### config.mk
export PLATFORM = sky130hd
export DESIGN_NAME = reservation_station
export DESIGN_NICKNAME = d
export VERILOG_FILES = /design/src/rtl/reservation_station.sv
export SDC_FILE = /design/constraint.sdc
export NUM_CORES = 1
export LEC_CHECK = 0
export BUFFER_PORTS_ARGS = -buffer_cell sky130_fd_sc_hd__buf_2
export CORE_ASPECT_RATIO = 0.8
export CORE_MARGIN = 4
export CORE_UTILIZATION = 50
export DETAILED_ROUTE_END_ITERATION = 10
export PLACE_DENSITY = 0.69
export SYNTH_ARGS = -nofsm -noshare
export SYNTH_HDL_FRONTEND = slang
export SYNTH_SLANG_ARGS = --single-unit
### constraint.sdc
create_clock -name clk -period 7.31 [get_ports clk]
set_clock_uncertainty 0.1 [all_clocks]
set_input_delay 1.462 -clock clk [delete_from_list [all_inputs] [get_ports clk]]
set_output_delay 1.462 -clock clk [all_outputs]
set_load 0.1 [all_outputs]
### src/rtl/reservation_station.sv
// rtl/reservation_station.sv - tag-based reservation station with result snooping and locked issue selection
module reservation_station #(
    parameter int RS_ID_WIDTH = 5,
    parameter int ENTRIES     = 3,
    parameter int RS_BASE_ID  = 0,
    parameter int OP_WIDTH    = 6
) (
    input  logic                   clk,
    input  logic                   rst,
    input  logic                   dispatch_valid,
    output logic                   dispatch_ready,
    input  logic [OP_WIDTH-1:0]    dispatch_op,
    input  logic                   dispatch_a_valid,
    input  logic [31:0]            dispatch_a_value,
    input  logic [RS_ID_WIDTH-1:0] dispatch_a_rs_id,
    input  logic                   dispatch_b_valid,
    input  logic [31:0]            dispatch_b_value,
    input  logic [RS_ID_WIDTH-1:0] dispatch_b_rs_id,
    output logic [RS_ID_WIDTH-1:0] dispatch_rs_id,
    input  logic                   result_valid,
    input  logic [RS_ID_WIDTH-1:0] result_rs_id,
    input  logic [31:0]            result_value,
    output logic                   issue_valid,
    input  logic                   issue_ready,
    output logic [OP_WIDTH-1:0]    issue_op,
    output logic [31:0]            issue_a,
    output logic [31:0]            issue_b,
    output logic [RS_ID_WIDTH-1:0] issue_rs_id
);

    localparam int IDX_W = (ENTRIES > 1) ? $clog2(ENTRIES) : 1;

    typedef enum logic [1:0] {
        ST_FREE    = 2'd0,
        ST_WAITING = 2'd1,
        ST_ISSUED  = 2'd2
    } entry_state_t;

    entry_state_t            state      [ENTRIES];
    entry_state_t            state_next [ENTRIES];
    logic [OP_WIDTH-1:0]     op         [ENTRIES];
    logic                    a_valid    [ENTRIES];
    logic [31:0]             a_value    [ENTRIES];
    logic [RS_ID_WIDTH-1:0]  a_rs_id    [ENTRIES];
    logic                    b_valid    [ENTRIES];
    logic [31:0]             b_value    [ENTRIES];
    logic [RS_ID_WIDTH-1:0]  b_rs_id    [ENTRIES];

    logic                    lock_valid;
    logic [IDX_W-1:0]        lock_idx;

    logic                    free_found;
    logic [IDX_W-1:0]        free_idx;
    logic                    ready_found;
    logic [IDX_W-1:0]        ready_idx;
    logic [IDX_W-1:0]        sel_idx;
    logic                    do_dispatch;
    logic                    do_issue;
    logic                    a_fwd;
    logic                    b_fwd;

    function automatic logic [RS_ID_WIDTH-1:0] entry_tag(input int idx);
        return RS_ID_WIDTH'(RS_BASE_ID + idx);
    endfunction

    // Reverse scans so the lowest index wins.
    always_comb begin
        free_found  = 1'b0;
        free_idx    = '0;
        ready_found = 1'b0;
        ready_idx   = '0;
        for (int i = ENTRIES - 1; i >= 0; i--) begin
            if (state[i] == ST_FREE) begin
                free_found = 1'b1;
                free_idx   = IDX_W'(i);
            end
            if (state[i] == ST_WAITING && a_valid[i] && b_valid[i]) begin
                ready_found = 1'b1;
                ready_idx   = IDX_W'(i);
            end
        end
    end

    assign dispatch_ready = free_found;
    assign dispatch_rs_id = entry_tag(int'(free_idx));
    assign sel_idx        = lock_valid ? lock_idx : ready_idx;
    assign issue_valid    = lock_valid | ready_found;
    assign do_dispatch    = dispatch_valid & dispatch_ready;
    assign do_issue       = issue_valid & issue_ready;
    assign a_fwd          = !dispatch_a_valid && result_valid && (dispatch_a_rs_id == result_rs_id);
    assign b_fwd          = !dispatch_b_valid && result_valid && (dispatch_b_rs_id == result_rs_id);

    // Idle outputs read as zero rather than stale entry contents.
    always_comb begin
        issue_op    = '0;
        issue_a     = '0;
        issue_b     = '0;
        issue_rs_id = '0;
        if (issue_valid) begin
            issue_op    = op[sel_idx];
            issue_a     = a_value[sel_idx];
            issue_b     = b_value[sel_idx];
            issue_rs_id = entry_tag(int'(sel_idx));
        end
    end

    always_comb begin
        for (int i = 0; i < ENTRIES; i++) begin
            state_next[i] = state[i];
            case (state[i])
                ST_FREE: begin
                    if (do_dispatch && free_idx == IDX_W'(i))
                        state_next[i] = ST_WAITING;
                end
                ST_WAITING: begin
                    if (do_issue && sel_idx == IDX_W'(i))
                        state_next[i] = ST_ISSUED;
                end
                ST_ISSUED: begin
                    if (result_valid && result_rs_id == entry_tag(i))
                        state_next[i] = ST_FREE;
                end
                default: state_next[i] = ST_FREE;
            endcase
        end
    end

    always_ff @(posedge clk) begin
        if (rst) begin
            lock_valid <= 1'b0;
            lock_idx   <= '0;
            for (int i = 0; i < ENTRIES; i++) begin
                state[i]   <= ST_FREE;
                op[i]      <= '0;
                a_valid[i] <= 1'b0;
                a_value[i] <= '0;
                a_rs_id[i] <= '0;
                b_valid[i] <= 1'b0;
                b_value[i] <= '0;
                b_rs_id[i] <= '0;
            end
        end else begin
            if (do_issue) begin
                lock_valid <= 1'b0;
            end else if (issue_valid) begin
                lock_valid <= 1'b1;
                lock_idx   <= sel_idx;
            end
            for (int i = 0; i < ENTRIES; i++) begin
                state[i] <= state_next[i];
                if (state[i] == ST_WAITING && result_valid) begin
                    if (!a_valid[i] && a_rs_id[i] == result_rs_id) begin
                        a_valid[i] <= 1'b1;
                        a_value[i] <= result_value;
                    end
                    if (!b_valid[i] && b_rs_id[i] == result_rs_id) begin
                        b_valid[i] <= 1'b1;
                        b_value[i] <= result_value;
                    end
                end
                if (do_dispatch && free_idx == IDX_W'(i)) begin
                    op[i]      <= dispatch_op;
                    a_valid[i] <= dispatch_a_valid | a_fwd;
                    a_value[i] <= a_fwd ? result_value : dispatch_a_value;
                    a_rs_id[i] <= dispatch_a_rs_id;
                    b_valid[i] <= dispatch_b_valid | b_fwd;
                    b_value[i] <= b_fwd ? result_value : dispatch_b_value;
                    b_rs_id[i] <= dispatch_b_rs_id;
                end
            end
        end
    end

endmodule

# Yosys cells after proc, flatten, opt, wreduce, memory -nomap -nowiden
# Memories as Yosys holds them, arrays and structs flattened.
# Index checks and enable logic that the tools add are counted.
# word_totals
memories	8
output_inout_bits	82
regBits	3
in_bits	124
mem_bits_rw	252
# op_classes
bitwise_logic	42
n_eq_ne	20
n_reduce_logical	44
n_mux	103
# mem_list
memory	words	width	rd	rd_clocked_by_memory_dff	wr	line	text
a_value	3	32	1	0	3	43	logic [31:0] a_value [ENTRIES];
b_value	3	32	1	0	3	46	logic [31:0] b_value [ENTRIES];
op	3	6	1	0	3	41	logic [OP_WIDTH-1:0] op [ENTRIES];
a_rs_id	3	5	3	0	3	44	logic [RS_ID_WIDTH-1:0] a_rs_id [ENTRIES];
b_rs_id	3	5	3	0	3	47	logic [RS_ID_WIDTH-1:0] b_rs_id [ENTRIES];
state	3	2	3	0	3	39	entry_state_t state [ENTRIES];
+2 memories	--	--	--	--	--	--	
# ops
cell	n
2-to-1 mux 32 bit	16
2-to-1 mux 1 bit	54
equality test 5 bit	8
2-to-1 mux 2 bit	20
OR 1 bit	39
2-to-1 mux 5 bit	6
logical AND 1 bit	28
2-to-1 mux 6 bit	4
one-hot mux 2 bit (3 select lines)	3
equality test 2 x 1 -> 1 bit (second input constant)	5
equality test 2 bit (second input constant)	5
zero test 2 bit	5
zero test 1 bit	8
equality test 5 x 1 -> 1 bit (second input constant)	1
equality test 5 x 2 -> 1 bit (second input constant)	1
zero test 5 bit	1
AND 1 bit	2
AND reduction 2 bit	1
OR reduction 2 bit	1
inverter 1 bit	1

# Logic depth before layout (Yosys ltp)
# Gate-level depths: netlist (run 1).
# An unclocked memory read counts as a cell.
# logic_depth
depth_word	13
mapped_depth	8

# Worst setup path before layout (run 1)
# Ideal clock, no wire load.
# synth_path
kind	reg-to-output
start	memory state[0][1] (netlist name)
end	output port issue_a[27]
path_slack_ns	1.972
arrival_ns	3.776
stages_incl_launch_ff	8
t_required_ns	5.748
n_path_buf	1
cell_sequence	dfxtp_1 -> and4b_1 -> or2_1 -> o21a_1 -> inv_2 -> clkbuf_1 -> nand2_1 -> a21oi_1
# synth_lines
item	line	text
start: declaration	39	
end: declaration	26	output logic [31:0] issue_a,

==> summary.md, run 1 <==
| Metric | Value |
|---|---|
| GRT Residual Overflow | 0 |
| Post-synth ARST share | 0% |
| Sequential power share | 49.6% |
| Placed Instance Area | 0.0145 mm^2 |
| Gate Count Post-Synth | 1189 |
| Via density | 5.91 |
| Initial Util | 50.6% |
| Final instance area | 0.0153 mm^2 |
| Relative slew slack | 22.7% |
| Pwr Total | 3.60 mW |
| Minimum clock period | 5.27 ns |
| Arrival time worst endpoint | 3.71 ns |
| Post-Route WL | 38400 um |
| Fin cells | 1718 |
| CTS tree | done |
| Worst Slack Setup Final | 2.04 ns |
| Crit-path max cell delay | 0.67 ns |
| WS Path Type | reg -> out |
| Setup WS pre-CTS | 2.68 ns |
| Delay-heaviest family, CP | buffers and inverters |
| CP startpoint kind | flop |
| RSZ-0062 raised after global routing | false |
| # IOs | 206 |
| Post-CTS setup buffer count | 0 |
| # clock sinks | 255 |
| Cts-stage hold buffer count | 0 |
| DR iter-0 viols | 917 |
| Clk root buf | clkbuf_16 |
| Number of buffer cells added on primary ports | 199 |
| Clock power frac | 35.2% |
| TritonRoute pass-1 iters | 5 |
| Buf/Inv on CP | 3 |
| Clock buffer count from CTS | 27 |
| Most common flop cell mapped by yosys | edfxtp_1 |
| Post-synth design cell area | 0.0133 mm^2 |
| Hold Vio Cnt, Final | 0 |
| Crit-path max FO | 42 |
| Worst path slowest cell | inv_2 |
| Largest net degree at the start of global routing | 74 |
| Least-Margin Pin Slew | 1.16 ns |
| Sw frac | 27.6% |
| Fmax | 0.190 GHz |
| Setup TNS | 0 ns |
| WP depth | 8 |
| Critical path capture point type | output pin |
| Die ar. | 0.0292 mm^2 |
| Antenna violations before repair | 8 |
| Final setup vio count | 0 |
| Die Ht | 154 um |
| H-tree depth | 1 |
| EDFF count, synth | 246 |
| Gates resized, CTS repair | 0 |
| Yosys cell types | 52 |
| Max_cap viols | 0 |
| ANT nets after route | 0 |
| Outcome | complete, no violations |
| Switching power | 992 uW |
| Num rows | 53 |
| Overall routing resource usage | 25.3% |
| Yosys reg bits | 255 |
| Synth warnings | 0 |
| Combinational share of power | 15.2% |
| Worst VDD drop | 0.187 mV |
| DR DRC count | 0 |
| HPWL Detailed | 22900 um |
| Nets | 1464 |
| Placed insts | 1668 |
| Worst EP required | 5.75 ns |
| Routed via count | 10151 |
| First-pass GRT wire length | 58200 um |
| Share of layout cells above drive strength 1 | 22.9% |
| Syn avg cell area | 11.2 um^2 |
| Post-DR wirelength/cell | 22.3 um |
| Hold_ws | 0.422 ns |
| Worst Reg-to-Reg Cells | 7 |
| Fin util | 58.4% |
| Syn-to-layout area delta | 15.2% |
| Slew Limit Fails | 0 |
| Clock buffer depth | 3 |
| CP cell instances | and4b_1, or2_1, o21a_2, inv_2, buf_4, a21oi_1, a21oi_1, buf_2 |
| Final worst path period share | 72.1% |
| Pwr/cell area | 235 mW/mm^2 |
| Hold Crit Class | reg -> reg |
| Leakage dissipation | 6.01 nW |
| CP most frequent cell | a21oi_1 |
| Final RePlAce weighted congestion | 0.898 |
| Hold path depth | 2 |
| Die X | 190 um |
| P_int | 2.61 mW |
| Clock latency on the worst-skew pair | 0.52 ns |
| Vias in the first global route | 9832 |
| Sequential-to-total area share from yosys stat | 57.0% |
| Core footprint | 0.0262 mm^2 |
| Reg clk slew, reported paths | 0.06 ns |
==> layout by cell type (no fill, tap or decap), types with 9 or more instances in the layout <==
master     Yosys  layout
nor2_1       146     144
buf_4         12      16
o21ai_0       72      71
nor2b_1       17      17
xnor2_1       21      21
mux2i_1      128     128
buf_2         31     199
nand2_1      142     141
a21oi_1      148     148
edfxtp_1     246     246
dfxtp_1        9       9
xor2_1        19      19
o2bb2ai_2     29      29
clkbuf_16      0      27
o2bb2ai_1     35      35
==> sequential cells by signal, summed over array words and instances, names as in the netlist <==
signal,cells
a_rs_id,15
b_valid,3
state,6
b_value,96
lock_valid,1
a_valid,3
a_value,96
lock_idx,2
b_rs_id,15
op,18
==> synth_stat cells, types with 4 or more instances <==
cell type	count	area, um^2
dfxtp_1	9	180
nor2_1	146	548
nor3_1	6	30.0
mux2i_1	128	1280
xnor2_1	21	184
o2bb2ai_2	29	435
nand2_1	142	533
nand4_1	5	31.3
buf_6	4	45.0
inv_1	4	15.0
o21ai_0	72	360
buf_2	31	155
buf_4	12	90.1
nor2b_1	17	106
nand3_1	4	20.0
nand2b_1	6	37.5
xor2_1	19	166
o21ai_1	4	20.0
o21a_1	4	30.0
clkbuf_1	51	191
o2bb2ai_1	35	307
edfxtp_1	246	7390
nor4_1	4	25.0
a21oi_1	148	741
==> worst register-to-register path: stages, from the launching register on <==
cell,delay (ns)
dfxtp_1,0.37
o22ai_1,0.36
nor4_2,0.09
buf_4,0.19
nor2_2,0.71
and4b_2,0.37
buf_4,0.55
o2bb2ai_1,0.16
==> layout make-up <==
class	count	area [um^2]
antenna	1	2.50
clock buffer	33	698
fill	2218	10900
sequential	255	7570
timing repair buffer	215	1120
inverter	6	22.5
clock inverter	16	106
multi-input combinational	835	5330
tap	357	447
==> routing by layer <==
layer	vias up	GRT usage, %	routed length (um)
li1	4638	-	-
met1	4932	36.2	16200
met2	492	40.4	17600
met3	75	5.15	3620
met4	14	5.89	848
met5	-	0	85
==> power by group through the flow <==
stage	combinational, mW	sequential (mW)	clock (mW)
after floorplan	0.384	1.80	0
after global placement	0.536	1.81	0
after detailed placement	0.544	1.81	0
after CTS	0.547	1.78	1.29
after global routing	0.588	1.79	1.34
final	0.548	1.78	1.27
==> final timing paths <==
| kind | slack, ns | to | from |
|---|---|---|---|
| worst max-delay path | 2.04 | issue_b[1] | state[0][1] |
| worst min-delay path | 0.42 | lock_idx[1] | lock_idx[1] |
| worst max register to register | 4.14 | b_value[2][1] | state[0][1] |
| worst min register to register | 0.42 | lock_idx[1] | lock_idx[1] |
==> cells by family after synthesis <==
family | share of synthesized area (%)
compound gates | 14.9
xor+xnor | 2.64
buf+inv | 3.80
flops | 57.0
mux | 9.66
other cells | 0.0283
simple gates | 11.9
No activity file was read; power rests on OpenSTA's default activity.
==> inputs of run 2 (changes only) <==
- ABC_AREA: not set -> 1
- PLACE_DENSITY: 0.69 -> 0.68
- clock period: 7.31 -> 5.01 ns (I/O delays scaled with it)
==> summary.md, run 2 <==
| Metric | Value |
|---|---|
| Hold Vio Cnt, Final | 0 (unchanged) |
| Antenna violations before repair | 1 (-7) |
| Synth top area share | 47.2% (-8.5 points) |
| Syn-to-layout area delta | 12.1% |
| Outcome | complete, no violations |
| Die X | 206 um (+8.3%) |
| First-pass GRT wire length | 77800 um (+34%) |
| Via density | 5.54 (-6.2%) |
| Clock buffer depth | 3 (unchanged) |
| Num rows | 57 (+7.5%) |
| Slew Limit Fails | 0 (unchanged) |
| Final worst path period share | 88.2% |
| Hold Crit Class | reg -> reg |
| Post-synth ARST share | 0% (unchanged) |
| Sequential cell area | 0.00757 mm^2 (unchanged) |
| Clock buffer count from CTS | 27 (unchanged) |
| Synth warnings | 0 (unchanged) |
| # IOs | 206 (unchanged) |
| Relative slew slack | 19.9% (-2.7 points) |
| Fmax | 0.226 GHz |
| Most frequent cell after synthesis | nand2_1 |
| CP most frequent cell | nand2_1 |
| TritonRoute pass-1 iters | 8 (+3) |
| Post-DR wirelength/cell | 18.9 um (-15%) |
| Delay-heaviest family, CP | buffers and inverters |
| Buf/Inv on CP | 4 (+1) |
| Worst VDD drop | 0.258 mV (+38%) |
| # clock sinks | 255 (unchanged) |
| Worst path slowest cell | buf_2 |
| Cts-stage hold buffer count | 0 (unchanged) |
| ANT nets after route | 0 (unchanged) |
| Yosys cell types | 32 (-38%) |
| HPWL Detailed | 31200 um (+36%) |
| Routed via count | 14926 (+47%) |
| Post-CTS setup buffer count | 0 (unchanged) |
| CP cell instances | inv_1, nand2_1, nor2_1, nor2_1, nand2_1, nand2_4, inv_2, buf_4, nand2_1, a21oi_1, buf_2 |
| Post-synth design cell area | 0.0157 mm^2 (+18%) |
| DR iter-0 viols | 1802 (+97%) |
| WS Path Type | reg -> out |
| Commonest non-fill, non-tap cell in the layout | nand2_1 |
| Gates resized, CTS repair | 0 (unchanged) |
| Fin util | 57.4% (-1.0 points) |
| Clock latency on the worst-skew pair | 0.56 ns (+0.04 ns) |
| Crit-path max FO | 33 (-21%) |
| Die Ht | 166 um (+8.2%) |
| Yosys reg bits | 255 (unchanged) |
| Most frequent cells in the layout | nand2_1 (915), inv_1 (279), nand3_1 (270) |
| Multi-input logic area | 0.00635 mm^2 (+19%) |
| Most common flop cell mapped by yosys | edfxtp_1 |
| Die ar. | 0.0342 mm^2 (+17%) |
| Vias in the first global route | 13945 (+42%) |
| Regs by FF count | a_value (96), b_value (96), op (18) |
| Critical path capture point type | output pin |
| Share of layout cells above drive strength 1 | 13.7% (-9.2 points) |
| Largest net degree at the start of global routing | 74 (unchanged) |
| CTS tree | done |
| Worst EP required | 3.91 ns (-1.84 ns) |
| Post-synth top cells | nand2_1 (921), inv_1 (279), nand3_1 (272) |
| Syn avg cell area | 7.37 um^2 (-34%) |
| Overall routing resource usage | 28.6% (+3.3 points) |
| DR DRC count | 0 (unchanged) |
| Nets | 2383 (+63%) |
| Minimum clock period | 4.42 ns |
| H-tree depth | 1 (unchanged) |
| Initial Util | 51.2% (+0.53 points) |
| Synth area leaders | edfxtp_1 (47%), nand2_1 (22%), nand3_1 (8.7%), inv_1 (6.7%), nand4_1 (2.7%) |
| Final RePlAce weighted congestion | 0.886 (-1.3%) |
| Clk root buf | clkbuf_16 |
| Sequential-to-total area share from yosys stat | 48.3% (-8.7 points) |
| Core footprint | 0.0306 mm^2 (+17%) |
| Post-Route WL | 51000 um (+33%) |
| RSZ-0062 raised after global routing | false |
| CP startpoint kind | flop |
| Least-Margin Pin Slew | 1.20 ns (+0.0410 ns) |
| Final setup vio count | 0 (unchanged) |
| GRT Residual Overflow | 0 (unchanged) |
| Setup TNS | 0 ns (unchanged) |
| Arrival time worst endpoint | 3.32 ns (-0.39 ns) |
| Gate Count Post-Synth | 2126 (+79%) |
| Crit-path max cell delay | 0.49 ns (-0.18 ns) |
| EDFF count, synth | 246 (unchanged) |
| Leakage dissipation | 9.32 nW (+55%) |
| Pwr/cell area | 343 mW/mm^2 (+46%) |
| Yosys top cell by area | edfxtp_1 |
| Reg clk slew, reported paths | 0.06 ns (about the same) |
| Filler cell count | 2897 (+31%) |
| Max_cap viols | 0 (unchanged) |
| Number of buffer cells added on primary ports | 199 (unchanged) |
==> run 2: cell count changes in the layout (fill, tap and decap cells not counted), sizes merged, moves of 73 or more <==
cell,before,now
mux2i,128,0
nor2,147,74
inv,7,292
nand2,142,925
a21oi,149,75
nand3,4,276
==> run 2: cells by family (layout without fill, tap and decap cells) <==
family / count (synthesis) / in the layout / synth area share, %
compound gates: 91 / 91 / 2.94
xor+xnor: 5 / 5 / 0.280
buf+inv: 421 / 568 / 11.6
flops: 255 / 255 / 48.3
simple gates: 1353 / 1353 / 36.8
other cells: 1 / 8 / 0.0239
==> run 2: tightest hold or removal path, delay by kind of cell, from the launching register on <==
kind          cells  cell delay [ns]
simple gates      2             0.15
flops             1             0.31
==> run 2: power by group <==
group | leakage (nW) | switching [mW] | internal [mW]
logic | 6.30 | 1.09 | 0.323
clock network | 0.386 | 0.850 | 1.02
registers | 2.64 | 0.0753 | 2.66
total | 9.32 | 2.02 | 4.01
==> run 2: metal layers <==
metal	up-vias	share of wire [%]	global-route usage, %
li1	7056	-	-
met1	6762	41	42.6
met2	972	44	43.8
met3	134	12	4.20
met4	2	2.9	7.98
met5	-	0.026	0
==> run 2: cell type report <==
type / count / area share (%)
timing repair buffer: 229 / 7.03
antenna: 2 / 0.0285
multi-input combinational: 1455 / 36.2
sequential: 255 / 43.1
inverter: 291 / 6.22
clock buffer: 39 / 4.22
tap: 413 / 2.94
clock inverter: 9 / 0.278
==> run 2: path summary, 6_finish.rpt <==
check	slack (ns)	to	cells past startpoint	from
worst max-delay path	0.59	issue_b[1]	11	state[0][3]
worst min-delay path	0.41	lock_idx[1]	2	lock_idx[1]
worst max register to register	1.44	a_value[1][7]	11	state[0][2]
worst min register to register	0.41	lock_idx[1]	2	lock_idx[1]
==> run 2: metrics by stage <==
stage               worst slack [ns]  hold slack (ns)  instances  area (um^2)  total power [mW]
floorplan                      0.406            0.347       2131        15700              3.78
detailed placement              1.10            0.386       2643        16800              4.18
CTS                            0.621            0.394       2691        17500              6.02
finish                         0.591            0.408       2693        17600              6.03
global route                   0.395            0.418       2691        17500              6.27
global placement                1.08            0.361       2643        16800              4.15
==> inputs of run 3 (changes only) <==
- ABC_AREA: 1 -> not set
- PLACE_DENSITY: 0.68 -> 0.69
- SKIP_CTS_REPAIR_TIMING: not set -> 1
- SLEW_MARGIN: not set -> 10
==> summary.md, run 3 (synthesis results as in run 1) <==
| Metric | Value |
|---|---|
| CP startpoint kind | flop |
| Num rows | 53 (-7.0%) |
| Crit-path max FO | 43 (+30%) |
| Outcome | complete, no violations |
| Worst path slowest cell | buf_4 |
| Slew Limit Fails | 0 (unchanged) |
| Via density | 5.92 (+6.9%) |
| Hold Vio Cnt, Final | 0 (unchanged) |
| Hold path depth | 2 (unchanged) |
| Clock buffer count from CTS | 27 (unchanged) |
| Relative slew slack | 15.6% (-4.3 points) |
| Largest net degree at the start of global routing | 72 (-2.7%) |
| Buf/Inv on CP | 2 (-2) |
| Die ar. | 0.0292 mm^2 (-15%) |
| GRT Residual Overflow | 0 (unchanged) |
| TritonRoute pass-1 iters | 5 (-3) |
| Vias in the first global route | 10198 (-27%) |
| First-pass GRT wire length | 60000 um (-23%) |
| Switching power | 1.48 mW (-27%) |
| # IOs | 206 (unchanged) |
| DR iter-0 viols | 1054 (-42%) |
| Clk root buf | clkbuf_16 |
| Filler cell count | 2198 (-24%) |
| Final worst path period share | 90.0% (+1.8 points) |
| Pwr/cell area | 349 mW/mm^2 (+1.7%) |
| Pwr Total | 5.41 mW (-10%) |
| Antenna violations before repair | 7 (+6) |
| Core footprint | 0.0262 mm^2 (-14%) |
| Placed insts | 1680 (-36%) |
| Hold Crit Class | reg -> reg |
| WS Path Type | reg -> out |
| Fin cells | 1732 (-36%) |
| CP most frequent cell | a21oi_1 |
| Reg clk slew, reported paths | 0.06 ns (about the same) |
| Max_cap viols | 0 (unchanged) |
| DR DRC count | 0 (unchanged) |
| Worst VDD drop | 0.247 mV (-4.4%) |
| Number of buffer cells added on primary ports | 199 (unchanged) |
| Final setup vio count | 0 (unchanged) |
| Post-DR wirelength/cell | 22.7 um (+20%) |
| ANT nets after route | 0 (unchanged) |
| Sw frac | 27.3% (-6.2 points) |
| Post-Route WL | 39400 um (-23%) |
| WP depth | 7 (-4) |
| RSZ-0062 raised after global routing | false |
| Initial Util | 50.6% (-0.53 points) |
| Commonest non-fill, non-tap cell in the layout | edfxtp_1 |
| CTS tree | done |
| Die X | 190 um (-7.6%) |
| Clock power frac | 36.8% (+5.7 points) |
| Final RePlAce weighted congestion | 0.866 (-2.3%) |
| Routed via count | 10261 (-31%) |
| Regs by FF count | a_value (96), b_value (96), op (18) |
| Worst EP required | 3.91 ns (about the same) |
| HPWL Detailed | 24500 um (-22%) |
| Syn-to-layout area delta | 16.7% |
| Crit-path max cell delay | 0.56 ns (+0.07 ns) |
| Least-Margin Pin Slew | 1.26 ns (+0.0627 ns) |
| Leakage dissipation | 6.12 nW (-34%) |
| Clock buffer depth | 3 (unchanged) |
| Fmax | 0.222 GHz (-2.0%) |
| Clock latency on the worst-skew pair | 0.54 ns (-0.02 ns) |
| Share of layout cells above drive strength 1 | 23.7% (+10 points) |
| Delay-heaviest family, CP | buffers and inverters |
| Most frequent cells in the layout | edfxtp_1 (246), buf_2 (198), a21oi_1 (148) |
| Die Ht | 154 um (-7.6%) |
| Nets | 1476 (-38%) |
| Critical path capture point type | output pin |
| Overall routing resource usage | 26.3% (-2.3 points) |
| CP cell instances | and4b_1, or2_1, o21a_4, buf_4, a21oi_1, a21oi_1, buf_2 |
| H-tree depth | 1 (unchanged) |
| Setup TNS | 0 ns (unchanged) |
| Combinational share of power | 15.1% (-8.4 points) |
| Minimum clock period | 4.51 ns (+0.0916 ns) |
| Fin util | 59.1% (+1.7 points) |
| P_int | 3.93 mW (-1.9%) |
| Sequential power share | 48.1% (+2.6 points) |
| Worst Reg-to-Reg Cells | 7 (-4) |
| # clock sinks | 255 (unchanged) |
| Arrival time worst endpoint | 3.41 ns (+0.09 ns) |
run 3: cell types whose count changed in the layout (fill, tap and decap cells not counted), sizes merged, moves of 7 or more:
cell and change:
nor2 +73, mux2i +128, xnor2 +18, o2bb2ai +64, o21ai +62, xor2 +17, inv -285, nor2b +17
nand3 -272, a21oi +74, nor4 +7, nand4 -63, nand2 -783
run 3: path summary, 6_finish.rpt:
path	from	to	slack, ns
worst max-delay path	state[0][0]	issue_b[25]	0.50
worst min-delay path	lock_idx[0]	lock_idx[0]	0.42
worst max register to register	state[0][1]	b_value[2][12]	1.78
worst min register to register	lock_idx[0]	lock_idx[0]	0.42
run 3: stage by stage:
step	cell area, um^2	hold WS (ns)	worst slack, ns
after detailed placement	14600	0.407	1.08
after global routing	15500	0.445	0.374
after global placement	14600	0.403	1.13
after floorplan	13300	0.387	0.132
final	15500	0.425	0.500
after CTS	15500	0.421	0.567
run 3: area by class of cell:
cell class	instances	area, um^2	share of cell area [%]
antenna	2	5.00	0.0323
clock buffer	37	723	4.67
clock inverter	13	140	0.905
inverter	6	22.5	0.145
multi-input combinational	835	5330	34.4
sequential	255	7570	48.9
tap	357	447	2.89
timing repair buffer	227	1250	8.05
run 3: per-layer routing:
metal | wire length [um] | GRT usage, %
met1 | 16400 | 37.4
met2 | 18200 | 40.9
met3 | 3770 | 5.58
met4 | 974 | 7.85
met5 | 66 | 0
run 3: power groups by stage:
| stage | Sequential [mW] | Combinational, mW | Clock, mW |
|---|---|---|---|
| final | 2.60 | 0.818 | 1.99 |
| after global routing | 2.62 | 0.879 | 2.10 |
| after CTS | 2.60 | 0.817 | 2.01 |
| after detailed placement | 2.65 | 0.813 | 0 |
| after global placement | 2.64 | 0.801 | 0 |
| after floorplan | 2.63 | 0.560 | 0 |
run 3: tightest hold or removal path: cells and delay by family, from the launching register on:
family / cells / cell delay (ns)
AO/OA/AOI/OAI: 1 / 0.05
flip-flops: 1 / 0.32
AND/OR/NAND/NOR: 1 / 0.10
